==> config.mk <==
export PLATFORM = sky130hd
export DESIGN_NAME = voice_pool_mixer_flat
export DESIGN_NICKNAME = d
export VERILOG_FILES = /design/src/rtl/voice_pool_mixer_if.sv /design/src/rtl/voice_pool_mixer.sv /design/src/flat_wrapper.sv
export SDC_FILE = /design/constraint.sdc
export NUM_CORES = 1
export LEC_CHECK = 0
export BUFFER_PORTS_ARGS = -buffer_cell sky130_fd_sc_hd__buf_4
export CAP_MARGIN = 10
export CORE_UTILIZATION = 55
export DETAILED_ROUTE_END_ITERATION = 10
export PLACE_DENSITY = 0.82
export SLEW_MARGIN = 20
export SYNTH_ARGS = -nofsm -noshare
export SYNTH_HDL_FRONTEND = slang
export SYNTH_SLANG_ARGS = --single-unit
==> constraint.sdc <==
create_clock -name clk -period 24.8 [get_ports clk]
set_input_delay 3.72 -clock clk [delete_from_list [all_inputs] [get_ports clk]]
set_output_delay 3.72 -clock clk [all_outputs]
set_load 0.01 [all_outputs]
==> src/rtl/voice_pool_mixer_if.sv <==
// voice_pool_mixer_if: note events, per-voice control/status
// and the mixed sample stream of the voice pool mixer.
interface voice_pool_mixer_if #(
    parameter int NUM_VOICES = 8,
    parameter int DATA_W     = 18,
    parameter int DELAY_W    = 10
);
    logic                         note_on;
    logic                         note_off;
    logic [DELAY_W-1:0]           delay;
    logic [NUM_VOICES-1:0]        voice_prepped;
    logic [NUM_VOICES-1:0]        voice_ready;
    logic [NUM_VOICES*DATA_W-1:0] voice_data;
    logic [NUM_VOICES-1:0]        voice_go;
    logic [NUM_VOICES-1:0]        voice_release;
    logic                         ready;
    logic [DATA_W-1:0]            data_out;
    logic                         busy;
    logic                         dropped;

    modport master (
        output note_on, note_off, delay,
        output voice_prepped, voice_ready, voice_data,
        input  voice_go, voice_release,
        input  ready, data_out, busy, dropped
    );

    modport slave (
        input  note_on, note_off, delay,
        input  voice_prepped, voice_ready, voice_data,
        output voice_go, voice_release,
        output ready, data_out, busy, dropped
    );
endinterface

==> src/rtl/voice_pool_mixer.sv <==
// voice_pool_mixer: allocates notes to voices, steals the oldest
// voice when full, and outputs a saturated registered mix.
module voice_pool_mixer #(
    parameter int NUM_VOICES    = 8,
    parameter int DATA_W        = 18,
    parameter int DELAY_W       = 10,
    parameter int AGE_W         = 12,
    parameter int STEAL_TIMEOUT = 64
) (
    input logic               clk,
    input logic               reset,
    voice_pool_mixer_if.slave bus
);
    localparam int VI_W  = $clog2(NUM_VOICES);
    localparam int SUM_W = DATA_W + $clog2(NUM_VOICES);
    localparam int CNT_W = $clog2(STEAL_TIMEOUT) + 1;

    typedef enum logic {IDLE, STEAL_WAIT} state_t;

    state_t                state_q, state_d;
    logic [NUM_VOICES-1:0] active_q, active_d;
    logic [DELAY_W-1:0]    tag_q [NUM_VOICES];
    logic [DELAY_W-1:0]    tag_d [NUM_VOICES];
    logic [AGE_W-1:0]      age_q [NUM_VOICES];
    logic [AGE_W-1:0]      age_d [NUM_VOICES];
    logic [DELAY_W-1:0]    pend_q, pend_d;
    logic [VI_W-1:0]       victim_q, victim_d;
    logic [CNT_W-1:0]      cnt_q, cnt_d;
    logic [NUM_VOICES-1:0] go_q, go_d;
    logic [NUM_VOICES-1:0] rel_q, rel_d;
    logic                  dropped_q, dropped_d;
    logic                  ready_q, ready_d;
    logic [DATA_W-1:0]     data_q, data_d;

    logic [NUM_VOICES-1:0] free;
    logic                  found, has_act;
    logic [VI_W-1:0]       pick, old;
    logic [AGE_W-1:0]      best;
    logic signed [SUM_W-1:0]  sum;
    logic [SUM_W-DATA_W:0]    ext;

    // Allocator: ageing, note_off release, allocation and steal FSM
    always_comb begin
        state_d   = state_q;
        active_d  = active_q;
        tag_d     = tag_q;
        age_d     = age_q;
        pend_d    = pend_q;
        victim_d  = victim_q;
        cnt_d     = cnt_q;
        go_d      = '0;
        rel_d     = '0;
        dropped_d = 1'b0;
        found     = 1'b0;
        pick      = '0;
        has_act   = 1'b0;
        old       = '0;
        best      = '0;

        for (int i = 0; i < NUM_VOICES; i++) begin
            if (active_q[i] && age_q[i] != '1)
                age_d[i] = age_q[i] + AGE_W'(1);
        end

        if (bus.note_off) begin
            for (int i = 0; i < NUM_VOICES; i++) begin
                if (active_q[i] && tag_q[i] == bus.delay) begin
                    rel_d[i]    = 1'b1;
                    active_d[i] = 1'b0;
                end
            end
        end

        // A voice released this cycle must not be re-used this cycle
        free = bus.voice_prepped & ~active_d & ~rel_d;
        for (int i = 0; i < NUM_VOICES; i++) begin
            if (free[i] && !found) begin
                found = 1'b1;
                pick  = VI_W'(i);
            end
        end
        for (int i = 0; i < NUM_VOICES; i++) begin
            if (active_d[i] && (!has_act || age_q[i] > best)) begin
                has_act = 1'b1;
                old     = VI_W'(i);
                best    = age_q[i];
            end
        end

        unique case (state_q)
            IDLE: begin
                if (bus.note_on) begin
                    if (found) begin
                        go_d[pick]     = 1'b1;
                        active_d[pick] = 1'b1;
                        tag_d[pick]    = bus.delay;
                        age_d[pick]    = '0;
                    end else if (has_act) begin
                        // Victim leaves the mix now; it returns on go
                        rel_d[old]    = 1'b1;
                        active_d[old] = 1'b0;
                        victim_d      = old;
                        pend_d        = bus.delay;
                        cnt_d         = '0;
                        state_d       = STEAL_WAIT;
                    end else begin
                        dropped_d = 1'b1;
                    end
                end
            end
            STEAL_WAIT: begin
                if (bus.note_on)
                    dropped_d = 1'b1;
                if (bus.note_off && bus.delay == pend_q) begin
                    state_d = IDLE;
                end else if (bus.voice_prepped[victim_q]) begin
                    go_d[victim_q]     = 1'b1;
                    active_d[victim_q] = 1'b1;
                    tag_d[victim_q]    = pend_q;
                    age_d[victim_q]    = '0;
                    state_d            = IDLE;
                end else if (cnt_q == CNT_W'(STEAL_TIMEOUT - 1)) begin
                    dropped_d          = 1'b1;
                    active_d[victim_q] = 1'b0;
                    state_d            = IDLE;
                end else begin
                    cnt_d = cnt_q + CNT_W'(1);
                end
            end
            default: state_d = IDLE;
        endcase
    end

    // Allocator state and control pulse registers
    always_ff @(posedge clk) begin
        if (reset) begin
            state_q   <= IDLE;
            active_q  <= '0;
            pend_q    <= '0;
            victim_q  <= '0;
            cnt_q     <= '0;
            go_q      <= '0;
            rel_q     <= '0;
            dropped_q <= 1'b0;
            for (int i = 0; i < NUM_VOICES; i++) begin
                tag_q[i] <= '0;
                age_q[i] <= '0;
            end
        end else begin
            state_q   <= state_d;
            active_q  <= active_d;
            pend_q    <= pend_d;
            victim_q  <= victim_d;
            cnt_q     <= cnt_d;
            go_q      <= go_d;
            rel_q     <= rel_d;
            dropped_q <= dropped_d;
            for (int i = 0; i < NUM_VOICES; i++) begin
                tag_q[i] <= tag_d[i];
                age_q[i] <= age_d[i];
            end
        end
    end

    // Mixer: widened signed sum of contributing voices, then clamp
    always_comb begin
        sum     = '0;
        ready_d = 1'b0;
        for (int i = 0; i < NUM_VOICES; i++) begin
            if (bus.voice_ready[i] && active_q[i]) begin
                sum = sum + SUM_W'($signed(bus.voice_data[i*DATA_W +: DATA_W]));
                ready_d = 1'b1;
            end
        end
        ext = sum[SUM_W-1:DATA_W-1];
        if (ext == '0 || ext == '1)
            data_d = sum[DATA_W-1:0];
        else if (sum[SUM_W-1])
            data_d = {1'b1, {(DATA_W-1){1'b0}}};
        else
            data_d = {1'b0, {(DATA_W-1){1'b1}}};
    end

    // Mixer output register
    always_ff @(posedge clk) begin
        if (reset) begin
            ready_q <= 1'b0;
            data_q  <= '0;
        end else begin
            ready_q <= ready_d;
            data_q  <= data_d;
        end
    end

    assign bus.voice_go      = go_q;
    assign bus.voice_release = rel_q;
    assign bus.dropped       = dropped_q;
    assign bus.busy          = (state_q == STEAL_WAIT);
    assign bus.ready         = ready_q;
    assign bus.data_out      = data_q;
endmodule
==> src/flat_wrapper.sv <==
// flat-port wrapper written by rule: the top's interface ports become plain ports
module voice_pool_mixer_flat 
#(
    parameter int NUM_VOICES    = 8,
    parameter int DATA_W        = 18,
    parameter int DELAY_W       = 10,
    parameter int AGE_W         = 12,
    parameter int STEAL_TIMEOUT = 64
)
  (clk, reset, bus_note_on, bus_note_off, bus_delay, bus_voice_prepped, bus_voice_ready, bus_voice_data, bus_voice_go, bus_voice_release, bus_ready, bus_data_out, bus_busy, bus_dropped);
  voice_pool_mixer_if #(.NUM_VOICES(NUM_VOICES), .DATA_W(DATA_W), .DELAY_W(DELAY_W)) bus_i ();
  input logic clk;
  input logic reset;
  input wire logic [$bits(bus_i.note_on)-1:0] bus_note_on;
  input wire logic [$bits(bus_i.note_off)-1:0] bus_note_off;
  input wire logic [$bits(bus_i.delay)-1:0] bus_delay;
  input wire logic [$bits(bus_i.voice_prepped)-1:0] bus_voice_prepped;
  input wire logic [$bits(bus_i.voice_ready)-1:0] bus_voice_ready;
  input wire logic [$bits(bus_i.voice_data)-1:0] bus_voice_data;
  output wire logic [$bits(bus_i.voice_go)-1:0] bus_voice_go;
  output wire logic [$bits(bus_i.voice_release)-1:0] bus_voice_release;
  output wire logic [$bits(bus_i.ready)-1:0] bus_ready;
  output wire logic [$bits(bus_i.data_out)-1:0] bus_data_out;
  output wire logic [$bits(bus_i.busy)-1:0] bus_busy;
  output wire logic [$bits(bus_i.dropped)-1:0] bus_dropped;
  assign bus_i.note_on = bus_note_on;
  assign bus_i.note_off = bus_note_off;
  assign bus_i.delay = bus_delay;
  assign bus_i.voice_prepped = bus_voice_prepped;
  assign bus_i.voice_ready = bus_voice_ready;
  assign bus_i.voice_data = bus_voice_data;
  assign bus_voice_go = bus_i.voice_go;
  assign bus_voice_release = bus_i.voice_release;
  assign bus_ready = bus_i.ready;
  assign bus_data_out = bus_i.data_out;
  assign bus_busy = bus_i.busy;
  assign bus_dropped = bus_i.dropped;
  voice_pool_mixer #(.NUM_VOICES(NUM_VOICES), .DATA_W(DATA_W), .DELAY_W(DELAY_W), .AGE_W(AGE_W), .STEAL_TIMEOUT(STEAL_TIMEOUT)) u_core (.clk(clk), .reset(reset), .bus(bus_i));
endmodule
==> impl_metrics.json, run 1 <==
{
  "syn-num-nets": 3430,
  "synth.cell_area_sq_um": 23200,
  "overflow": 0,
  "netlist.area_leader.share_pct": 20.8,
  "cts_buffers": 28,
  "synth_warnings": 0,
  "grtUsageTotal_pct": 33.1,
  "ant_nets": 0,
  "post_cts_resized": 0,
  "wirelength_um": 73900,
  "cp_data_arrival_time_ns": 18.91,
  "worst_setup_path_start_kind": "primary input",
  "globalplace.congestion": 0.986,
  "antennaDiodeCount": 0,
  "grt_max_degree": 70,
  "area_growth_syn_to_layout_pct": 12.4,
  "hold_buffers": 0,
  "routed_via_density": 6.36,
  "cap_viol_max_count": 0,
  "first_iter_violations": 2174,
  "antenna_found_initial": 1,
  "worstSetupEndpointType": "flip-flop",
  "crit_slowest_cell": "nor3_1",
  "cp_top_family": "compound AO/OA/AOI/OAI gates",
  "slew_viol_final": 0,
  "stdcell_count": 3705,
  "syn_inst": 3018,
  "cts.clk_slew.worst_paths_ns": 0.06,
  "final_util_pct": 63.3,
  "synth_cell_types": 87,
  "cts_tree": "yes",
  "insertion_delay_ns": 0.57,
  "period_needed_ns": 18.43,
  "leakagePower_nw": 11.8,
  "async_flop_share_pct": 0,
  "hp-class": "flip-flop to flip-flop",
  "p_total_w": 0.00119,
  "synth-main-ff-cell": "dfxtp_1",
  "syn_area_per_cell_sq_um": 7.69,
  "period_share_pct": 74.3,
  "num_io_pins": 211,
  "max_stage_delay_ns": 0.55,
  "synth_edf_count": 0,
  "drive_gt1_share_pct": 11.3,
  "die_area_sq_um": 43000,
  "status": "finished, final reports clean",
  "die_w_um": 207,
  "synth_top_area_cell": "dfxtp_1",
  "synth.most_common_cell": "nor2_1",
  "grt_pass1_vias": 22500,
  "fin_skew_ns": 0.0170,
  "fp.dieH_um": 207,
  "fin_nets": 3565,
  "hpwl_um": 57200,
  "synth-seq-cells": 241,
  "vias": 23500,
  "cts.htree.levels": 1,
  "yosysSeqAreaShare_pct": 20.8,
  "fmax_mhz": 54.3,
  "core-area_sq_um": 41200,
  "worstPathRequired_ns": 25.28,
  "worstSetupPathType": "primary input to flip-flop",
  "rsz0062_at_grt": "false",
  "power.density_nw_per_um2": 45.8,
  "synthTopCellsByArea": "dfxtp_1, ha_1, xnor2_1, nor2_1, nand2_1",
  "vdd_drop_max_uv": 46.9,
  "initial_utilization_pct": 56.3,
  "hold_viol": 0,
  "portBuffers": 210,
  "cts-root-buf": "clkbuf_16",
  "grt_pass1_wl_um": 117000,
  "worst_pin_slew_ns": 1.12,
  "cts_setup_buffers": 0,
  "yosys-top-cells-count": "nor2_1, nand2_1, dfxtp_1",
  "finalSetupViolCount": 0,
  "finalSetupTns_ns": 0,
  "post-place-cells": 3655,
  "clock-sinks": 241,
  "num_rows": 74,
  "slew_headroom_pct": 25.0,
  "drtPass1Iterations": 6,
  "drcViolationCount": 0,
  "worst-path-buf-inv": 9,
  "wl_per_cell_um": 20.0,
  "clockBufferDepth": 3,
  "critPathMaxFanout": 26
}
==> cell families after synthesis <==
family,Yosys count,synth area share [%]
simple gates,1040,21.3
compound gates,887,26.5
xor+xnor,273,10.4
buf+inv,261,4.36
flops,241,20.8
fa+ha+maj,238,13.1
mux,78,3.57
==> metrics by stage <==
| step | hold WS [ns] | setup slack [ns] | cell area (sq um) |
|---|---|---|---|
| 4_1_cts | 0.507 | 6.54 | 26100 |
| 2_1_floorplan | 0.470 | 6.15 | 23200 |
| 5_1_grt | 0.524 | 5.29 | 26100 |
| 3_3_place_gp | 0.487 | 6.42 | 25100 |
| 6_report | 0.506 | 6.37 | 26100 |
| 3_5_place_dp | 0.499 | 6.01 | 25100 |
==> path summary, 6_finish.rpt <==
kind	depth (start not counted)	startpoint	slack, ns	end
setup / recovery	73	bus_delay[6]	6.37	u_core.bus.voice_release[3]$_SDFF_PP0_
hold / removal	2	u_core.tag_q[4]$_SDFFE_PP0P_	0.51	u_core.tag_q[4]$_SDFFE_PP0P_
setup reg to reg	72	u_core.tag_q[76]$_SDFFE_PP0P_	9.44	u_core.bus.voice_release[3]$_SDFF_PP0_
hold reg to reg	2	u_core.tag_q[4]$_SDFFE_PP0P_	0.51	u_core.tag_q[4]$_SDFFE_PP0P_
==> worst min-delay path, delay by kind of cell (launching register included) <==
kind | cells | cell delay, ns
flip-flops | 1 | 0.31
AND/OR/NAND/NOR | 2 | 0.15
==> flip-flops by register name, summed over array words and instances, names as in the netlist <==
signal / count
u_core.age_q: 96
u_core.cnt_q: 7
u_core.bus.ready: 1
u_core.bus.dropped: 1
u_core.pend_q: 10
u_core.bus.voice_go: 8
u_core.bus.data_out: 18
u_core.tag_q: 80
u_core.victim_q: 3
u_core.bus.busy: 1
u_core.active_q: 8
u_core.bus.voice_release: 8
==> routing by layer <==
layer	vias up	routed length [um]	global-route usage, %
met5	-	12	0
met3	198	4730	4.46
met2	966	34300	56.3
li1	11300	-	-
met1	11000	31500	41.7
met4	2	3440	14.9
==> area by class of cell <==
class / count / area (sq um)
multi-input combinational: 2516 / 17400
fill: 3637 / 15100
sequential: 241 / 4820
timing repair buffer: 239 / 1790
clock buffer: 41 / 841
tap: 532 / 666
inverter: 127 / 477
clock inverter: 9 / 106
==> where the power goes <==
group | switching (W) | internal, W | total [W]
registers | 0.00000733 | 0.000398 | 0.000406
logic | 0.000204 | 0.000156 | 0.000361
clock network | 0.000173 | 0.000255 | 0.000428
total | 0.000385 | 0.000810 | 0.00119
==> layout by cell type (no fill, tap or decap), types with 8 or more instances in the layout <==
cell         n
nor2_1     324
nand2_1    270
dfxtp_1    241
buf_4      239
ha_1       231
xnor2_1    191
a21oi_1    182
o21ai_0    129
inv_1      124
a21o_1     104
nand4_1     83
xor2_1      80
nor3_1      79
nand3_1     69
a211oi_1    55
o211a_1     54
o21a_1      50
o221ai_1    50
o211ai_1    43
mux2i_1     40
a31oi_1     39
nor2b_1     38
mux2_2      38
and3_1      34
nand2b_1    33
o22ai_1     33
and2_1      30
clkbuf_16   29
o31a_1      15
or3_1       15
a22oi_1     14
o21bai_1    13
o31ai_1     12
and4_1      10
nand3b_1    10
or2_2        9
a211o_1      8
nor4_1       8
a21boi_0     8
Note: power is estimated with default switching activity, not from simulation.
==> inputs of run 2 (changes only) <==
==> constraint.sdc (replaced) <==
create_clock -name clk -period 19 [get_ports clk]
set_input_delay 2.85 -clock clk [delete_from_list [all_inputs] [get_ports clk]]
set_output_delay 2.85 -clock clk [all_outputs]
set_load 0.01 [all_outputs]
==> run 2 against run 1 <==
Compared with the run above: design area about the same; register-to-register slack got worse by 5.5 ns; first-iteration DRC count grew 3.2%; non-clock buffer count decreased by 2; sequential share of layout area about the same; sequential power up 31%; core utilization about the same; clock skew is 0.0036 ns lower; largest cell class unchanged; largest power group unchanged.
==> impl_metrics.json, run 2 (synthesis gave the netlist of run 1 again) <==
{
  "die_w_um": 207,
  "worst-path-buf-inv": 9,
  "power.density_nw_per_um2": 60.2,
  "endpoint": "u_core.active_q[1]$_SDFF_PP0_",
  "hp-class": "flip-flop to flip-flop",
  "cap_viol_max_count": 0,
  "n_fill_cell": 3553,
  "p_clk_share_pct": 36.4,
  "critPathMaxFanout": 26,
  "fin_ws_ns": 1.75,
  "grt_max_degree": 67,
  "final_cell_mix": "nor2_1, nand2_1, dfxtp_1",
  "max_stage_delay_ns": 0.57,
  "leakagePower_nw": 11.8,
  "overflow": 0,
  "p_total_w": 0.00157,
  "drive_gt1_share_pct": 11.2,
  "slew_headroom_pct": 33.9,
  "post-place-ws_ns": 1.28,
  "worstSetupPathType": "primary input to flip-flop",
  "drtPass1Iterations": 6,
  "final_common_cell": "nor2_1",
  "worstRegToRegCells": 74,
  "rsz0062_at_grt": "false",
  "drcViolationCount": 0,
  "status": "finished, final reports clean",
  "holdWs_ns": 0.508,
  "rr_endpoint": "u_core.active_q[1]$_SDFF_PP0_",
  "r2r_slack_ns": 3.90,
  "grt_pass1_wl_um": 116000,
  "finalSetupTns_ns": 0,
  "largest_reg_flops": 96,
  "seqPwrFrac_pct": 33.7,
  "num_io_pins": 211,
  "p_int_w": 0.00107,
  "insertion_delay_ns": 0.57,
  "initial_utilization_pct": 56.3,
  "path_depth": 75,
  "hold_buffers": 0,
  "globalplace.congestion": 0.968,
  "cts_setup_buffers": 0,
  "power.switching_w": 0.000501,
  "wirelength_um": 73400,
  "whs_path_depth": 2,
  "fp.dieH_um": 207,
  "period_needed_ns": 17.25,
  "first_iter_violations": 2243,
  "ant_nets": 0,
  "grt_pass1_vias": 22300,
  "cts.clk_slew.worst_paths_ns": 0.06,
  "finalSetupViolCount": 0,
  "crit_slowest_cell": "nor3_1",
  "portBuffers": 210,
  "cts_tree": "yes",
  "slew_viol_final": 0,
  "worst_pin_slew_ns": 0.992,
  "cts-root-buf": "clkbuf_16",
  "r2r_start": "u_core.tag_q[71]$_SDFFE_PP0P_",
  "power_frac_comb_pct": 29.9,
  "post_cts_resized": 0,
  "wl_per_cell_um": 19.8,
  "vdd_drop_max_uv": 68.3,
  "largest_register": "u_core.age_q",
  "period_share_pct": 90.8,
  "worstSetupEndpointType": "flip-flop",
  "antenna_found_initial": 1,
  "cp_top_family": "compound AO/OA/AOI/OAI gates",
  "routed_via_density": 6.38,
  "fin_nets": 3563,
  "clockBufferDepth": 3,
  "netSwitchingFraction_pct": 31.9,
  "hold_viol": 0,
  "vias": 23600,
  "die_area_sq_um": 43000,
  "worstPathRequired_ns": 19.40,
  "num_rows": 74,
  "grtUsageTotal_pct": 32.9,
  "cts.htree.levels": 1,
  "fin_skew_ns": 0.0134,
  "cp_data_arrival_time_ns": 17.65,
  "startpoint": "bus_delay[1]",
  "crit_top_cell": "o21a_1",
  "fmax_mhz": 58.0,
  "cts_buffers": 28,
  "core-area_sq_um": 41200,
  "worst_setup_path_start_kind": "primary input",
  "clock-sinks": 241,
  "area_growth_syn_to_layout_pct": 12.5,
  "hpwl_um": 57200,
  "final_util_pct": 63.3
}
-- run 2: cell count changes in the layout (fill, tap and decap cells not counted) --
| cell | previous run | this run |
|---|---|---|
| buf_4 | 239 | 237 |
| diode_2 | 0 | 1 |
| clkbuf_1 | 5 | 6 |
| nor2b_2 | 0 | 1 |
| clkinv_4 | 2 | 1 |
| bufinv_16 | 2 | 4 |
| inv_6 | 1 | 3 |
| clkinv_2 | 4 | 5 |
| clkbuf_8 | 7 | 3 |
| nor2b_1 | 38 | 37 |
-- run 2: how the worst min path moves through the flow --
stage / start / slack [ns] / end
6_report: u_core.pend_q[4]$_SDFFE_PP0P_ / 0.51 / u_core.pend_q[4]$_SDFFE_PP0P_
5_1_grt: u_core.tag_q[9]$_SDFFE_PP0P_ / 0.52 / u_core.tag_q[9]$_SDFFE_PP0P_
4_1_cts: u_core.pend_q[4]$_SDFFE_PP0P_ / 0.50 / u_core.pend_q[4]$_SDFFE_PP0P_
3_5_place_dp: u_core.pend_q[4]$_SDFFE_PP0P_ / 0.49 / u_core.pend_q[4]$_SDFFE_PP0P_
3_3_place_gp: u_core.pend_q[9]$_SDFFE_PP0P_ / 0.49 / u_core.pend_q[9]$_SDFFE_PP0P_
2_1_floorplan: u_core.age_q[82]$_SDFF_PP0_ / 0.47 / u_core.age_q[82]$_SDFF_PP0_
-- run 2: metal layers --
layer | track usage (%) | routed length [um] | vias to the layer above
met5 | 0 | 0 | -
met4 | 14.9 | 3380 | 0
met3 | 4.43 | 5430 | 210
met2 | 55.3 | 34100 | 998
met1 | 41.8 | 30500 | 11100
li1 | - | - | 11300
-- run 2: worst reg2reg max path, delay by kind of cell, from the launching register on --
| kind | cells | cell delay (ns) |
|---|---|---|
| AOI/OAI and AO/OA | 41 | 7.37 |
| xor gates and xnor gates | 1 | 0.14 |
| adders and majority gates | 7 | 1.88 |
| buffers and inverters | 8 | 1.69 |
| DFF | 1 | 0.37 |
| muxes | 3 | 1.04 |
| and+or+nand+nor | 14 | 2.42 |
-- run 2: per-stage QoR --
stage               instances  instance area, sq um
global route             3705                 26100
global placement         3653                 25100
CTS                      3704                 26100
finish                   3705                 26100
detailed placement       3653                 25100
floorplan                3018                 23200
-- run 2: power by group through the flow --
stage          registers [W]  logic, W  clock network (W)
2_1_floorplan       0.000542  0.000331                  0
3_3_place_gp        0.000540  0.000448                  0
3_5_place_dp        0.000540  0.000461                  0
4_1_cts             0.000529  0.000463           0.000579
5_1_grt             0.000531  0.000518           0.000599
6_report            0.000530  0.000470           0.000571
-- run 2: final cells by class --
| cell class | instances | area [sq um] | area share, % |
|---|---|---|---|
| multi-input cells | 2516 | 17400 | 66.6 |
| flip-flops and latches | 241 | 4820 | 18.5 |
| clock inverters | 13 | 180 | 0.690 |
| well taps | 532 | 666 | 2.55 |
| inverters | 127 | 477 | 1.83 |
| diodes | 1 | 2.50 | 0.00959 |
| clock buffers | 38 | 790 | 3.03 |
| repair buffers | 237 | 1780 | 6.82 |
==> inputs of run 3 (changes only) <==
--- a/config.mk
+++ b/config.mk
@@ -5,11 +5,13 @@
 export SDC_FILE = /design/constraint.sdc
 export NUM_CORES = 1
 export LEC_CHECK = 0
+export ABC_AREA = 1
 export BUFFER_PORTS_ARGS = -buffer_cell sky130_fd_sc_hd__buf_4
 export CAP_MARGIN = 10
 export CORE_UTILIZATION = 55
 export DETAILED_ROUTE_END_ITERATION = 10
-export PLACE_DENSITY = 0.82
+export PLACE_DENSITY = 0.81
+export REMOVE_ABC_BUFFERS = 1
 export SLEW_MARGIN = 20
 export SYNTH_ARGS = -nofsm -noshare
 export SYNTH_HDL_FRONTEND = slang
==> run 3 against run 2 <==
Compared with the run above: combinational power rose by 15%; via count rose by 11%; worst hold slack got worse by 0.039 ns; synthesized area rose by 6.4%; sequential share of layout area fell by 0.84 points; non-clock buffer count fell by 19; final cell count rose by 24%; fmax rose by 7.5%; clock power fell by 8.4%; clock skew rose by 0.0030 ns; first-iteration DRC count rose by 0.76%; critical endpoint is now u_core.active_q[3]$_SDFF_PP0_; register-to-register slack improved by 1.4 ns.
==> impl_metrics.json, run 3 <==
{
  "status": "finished, final reports clean",
  "antenna_found_initial": 3,
  "r2r_start": "u_core.tag_q[73]$_SDFFE_PP0P_",
  "routed_via_density": 5.71,
  "finalSetupTns_ns": 0,
  "die_area_sq_um": 45700,
  "grt_pass1_vias": 24400,
  "syn_inst": 3857,
  "fin_nets": 4405,
  "worst_setup_path_start_kind": "primary input",
  "num_io_pins": 211,
  "grt_max_degree": 103,
  "wl_per_cell_um": 16.7,
  "max_stage_delay_ns": 0.72,
  "num_rows": 77,
  "hp-class": "flip-flop to flip-flop",
  "clock-sinks": 241,
  "slew_viol_final": 0,
  "wirelength_um": 77100,
  "hp-start": "u_core.tag_q[69]$_SDFFE_PP0P_",
  "worstSetupPathType": "primary input to flip-flop",
  "drtPass1Iterations": 8,
  "initial_utilization_pct": 55.8,
  "period_share_pct": 84.5,
  "cts.htree.levels": 1,
  "power.density_nw_per_um2": 58.3,
  "synth.most_common_cell": "nand2_1",
  "cts_tree": "yes",
  "die_w_um": 214,
  "worstRegToRegCells": 77,
  "holdWs_ns": 0.469,
  "hold_viol": 0,
  "cap_viol_max_count": 0,
  "post_cts_resized": 0,
  "clockBufferDepth": 3,
  "largest_register": "u_core.age_q",
  "final_common_cell": "nand2_1",
  "rr_endpoint": "u_core.active_q[3]$_SDFF_PP0_",
  "whs_path_depth": 2,
  "synth-seq-cells": 241,
  "worst_pin_slew_ns": 1.05,
  "largest_reg_flops": 96,
  "finalSetupViolCount": 0,
  "synth_top_area_cell": "dfxtp_1",
  "synth.cell_area_sq_um": 24700,
  "core-area_sq_um": 44200,
  "first_iter_violations": 2260,
  "vdd_drop_max_uv": 76.1,
  "cts_setup_buffers": 0,
  "grt_pass1_wl_um": 122000,
  "critPathMaxFanout": 27,
  "hold_buffers": 0,
  "holdPathEnd": "u_core.tag_q[69]$_SDFFE_PP0P_",
  "insertion_delay_ns": 0.56,
  "synthTopCellsByArea": "dfxtp_1, nand2_1, ha_1, nor2_1, inv_1",
  "yosysSeqAreaShare_pct": 19.6,
  "synth_cell_types": 68,
  "netlist.area_leader.share_pct": 19.6,
  "drive_gt1_share_pct": 12.4,
  "grtUsageTotal_pct": 33.4,
  "leakagePower_nw": 13.4,
  "portBuffers": 210,
  "fp.dieH_um": 214,
  "worstPathRequired_ns": 19.43,
  "drcViolationCount": 0,
  "vias": 26300,
  "yosys-top-cells-count": "nand2_1, nor2_1, inv_1",
  "cp_data_arrival_time_ns": 16.48,
  "globalplace.congestion": 1.04,
  "period_needed_ns": 16.05,
  "synth_edf_count": 0,
  "worstSetupEndpointType": "flip-flop",
  "async_flop_share_pct": 0,
  "slew_headroom_pct": 29.8,
  "r2r_slack_ns": 5.30,
  "crit_slowest_cell": "o21ai_4",
  "ant_nets": 0,
  "synth_warnings": 0,
  "synth-main-ff-cell": "dfxtp_1",
  "overflow": 0,
  "cts-root-buf": "clkbuf_16",
  "final_cell_mix": "nand2_1, nor2_1, inv_1",
  "hpwl_um": 60400,
  "crit_top_cell": "nand2_1",
  "cts.clk_slew.worst_paths_ns": 0.06,
  "rsz0062_at_grt": "false",
  "fin_skew_ns": 0.0164,
  "cts_buffers": 27,
  "syn_area_per_cell_sq_um": 6.40,
  "area_growth_syn_to_layout_pct": 10.8,
  "fmax_mhz": 62.3
}
## run 3: cell types whose count changed after synthesis, sizes merged, moves of 114 or more
cell and delta:
inv +324, a21oi +114, nand2 +600, nor2 +154
o21ai +195, nand3 +146, xnor2 -118
## run 3: per-layer routing
layer  track usage, %  routed length, um  share of wire (%)
met1             43.1              33300                 43
met2             54.1              33500                 44
met3             5.86               6390                8.3
met4             15.5               3830                5.0
met5                0                  0                  0
## run 3: through the flow
stage | setup slack, ns | instances | util (%) | total power (W) | area [sq um]
after global placement | 3.11 | 4556 | 59.8 | 0.00106 | 26500
after global routing | 1.36 | 4604 | 61.8 | 0.00168 | 27300
after floorplan | 4.83 | 3746 | - | 0.000919 | 24100
final | 2.95 | 4604 | 61.8 | 0.00159 | 27300
after detailed placement | 2.68 | 4556 | 59.8 | 0.00107 | 26500
after CTS | 3.19 | 4602 | 61.8 | 0.00159 | 27300
## run 3: layout make-up
type	instances	area, sq um
tap	592	741
clock buffer	36	749
sequential	241	4820
clock inverter	10	115
multi-input combinational	3050	17600
antenna	2	5.00
inverter	455	1710
fill	4306	16900
timing repair buffer	218	1640
## run 3: cells by family (layout without fill, tap and decap cells)
family / after synthesis / after routing / synth area share [%]
compound gates: 831 / 831 / 19.9
fa+ha+maj: 238 / 238 / 12.3
simple gates: 1776 / 1776 / 31.7
buf+inv: 566 / 719 / 9.31
xor+xnor: 203 / 203 / 7.21
other cells: 0 / 2 / 0
flops: 241 / 241 / 19.6
mux: 2 / 2 / 0.0811
## run 3: how the worst max path moves through the flow
stage / from / endpoint / slack, ns / cells after the start
2_1_floorplan: bus_delay[3] / u_core.active_q[2]$_SDFF_PP0_ / 4.83 / 79
3_3_place_gp: bus_delay[3] / u_core.active_q[2]$_SDFF_PP0_ / 3.11 / 81
3_5_place_dp: bus_delay[3] / u_core.active_q[3]$_SDFF_PP0_ / 2.68 / 79
4_1_cts: bus_delay[3] / u_core.active_q[3]$_SDFF_PP0_ / 3.19 / 79
5_1_grt: bus_delay[3] / u_core.active_q[3]$_SDFF_PP0_ / 1.36 / 81
6_report: bus_delay[3] / u_core.active_q[3]$_SDFF_PP0_ / 2.95 / 79
## run 3: critical path, delay by kind of cell
| family | cells | cell delay, ns |
|---|---|---|
| AND/OR/NAND/NOR | 42 | 6.93 |
| AO/OA/AOI/OAI | 24 | 3.60 |
| buffers and inverters | 6 | 0.91 |
| adder cells (fa/ha/maj) | 7 | 2.11 |
## run 3: where the power goes
group	switching (W)	leakage (nW)	total [W]	internal [W]
registers	0.0000101	1.95	0.000531	0.000521
clock network	0.000220	0.429	0.000523	0.000304
logic	0.000337	11.0	0.000540	0.000203
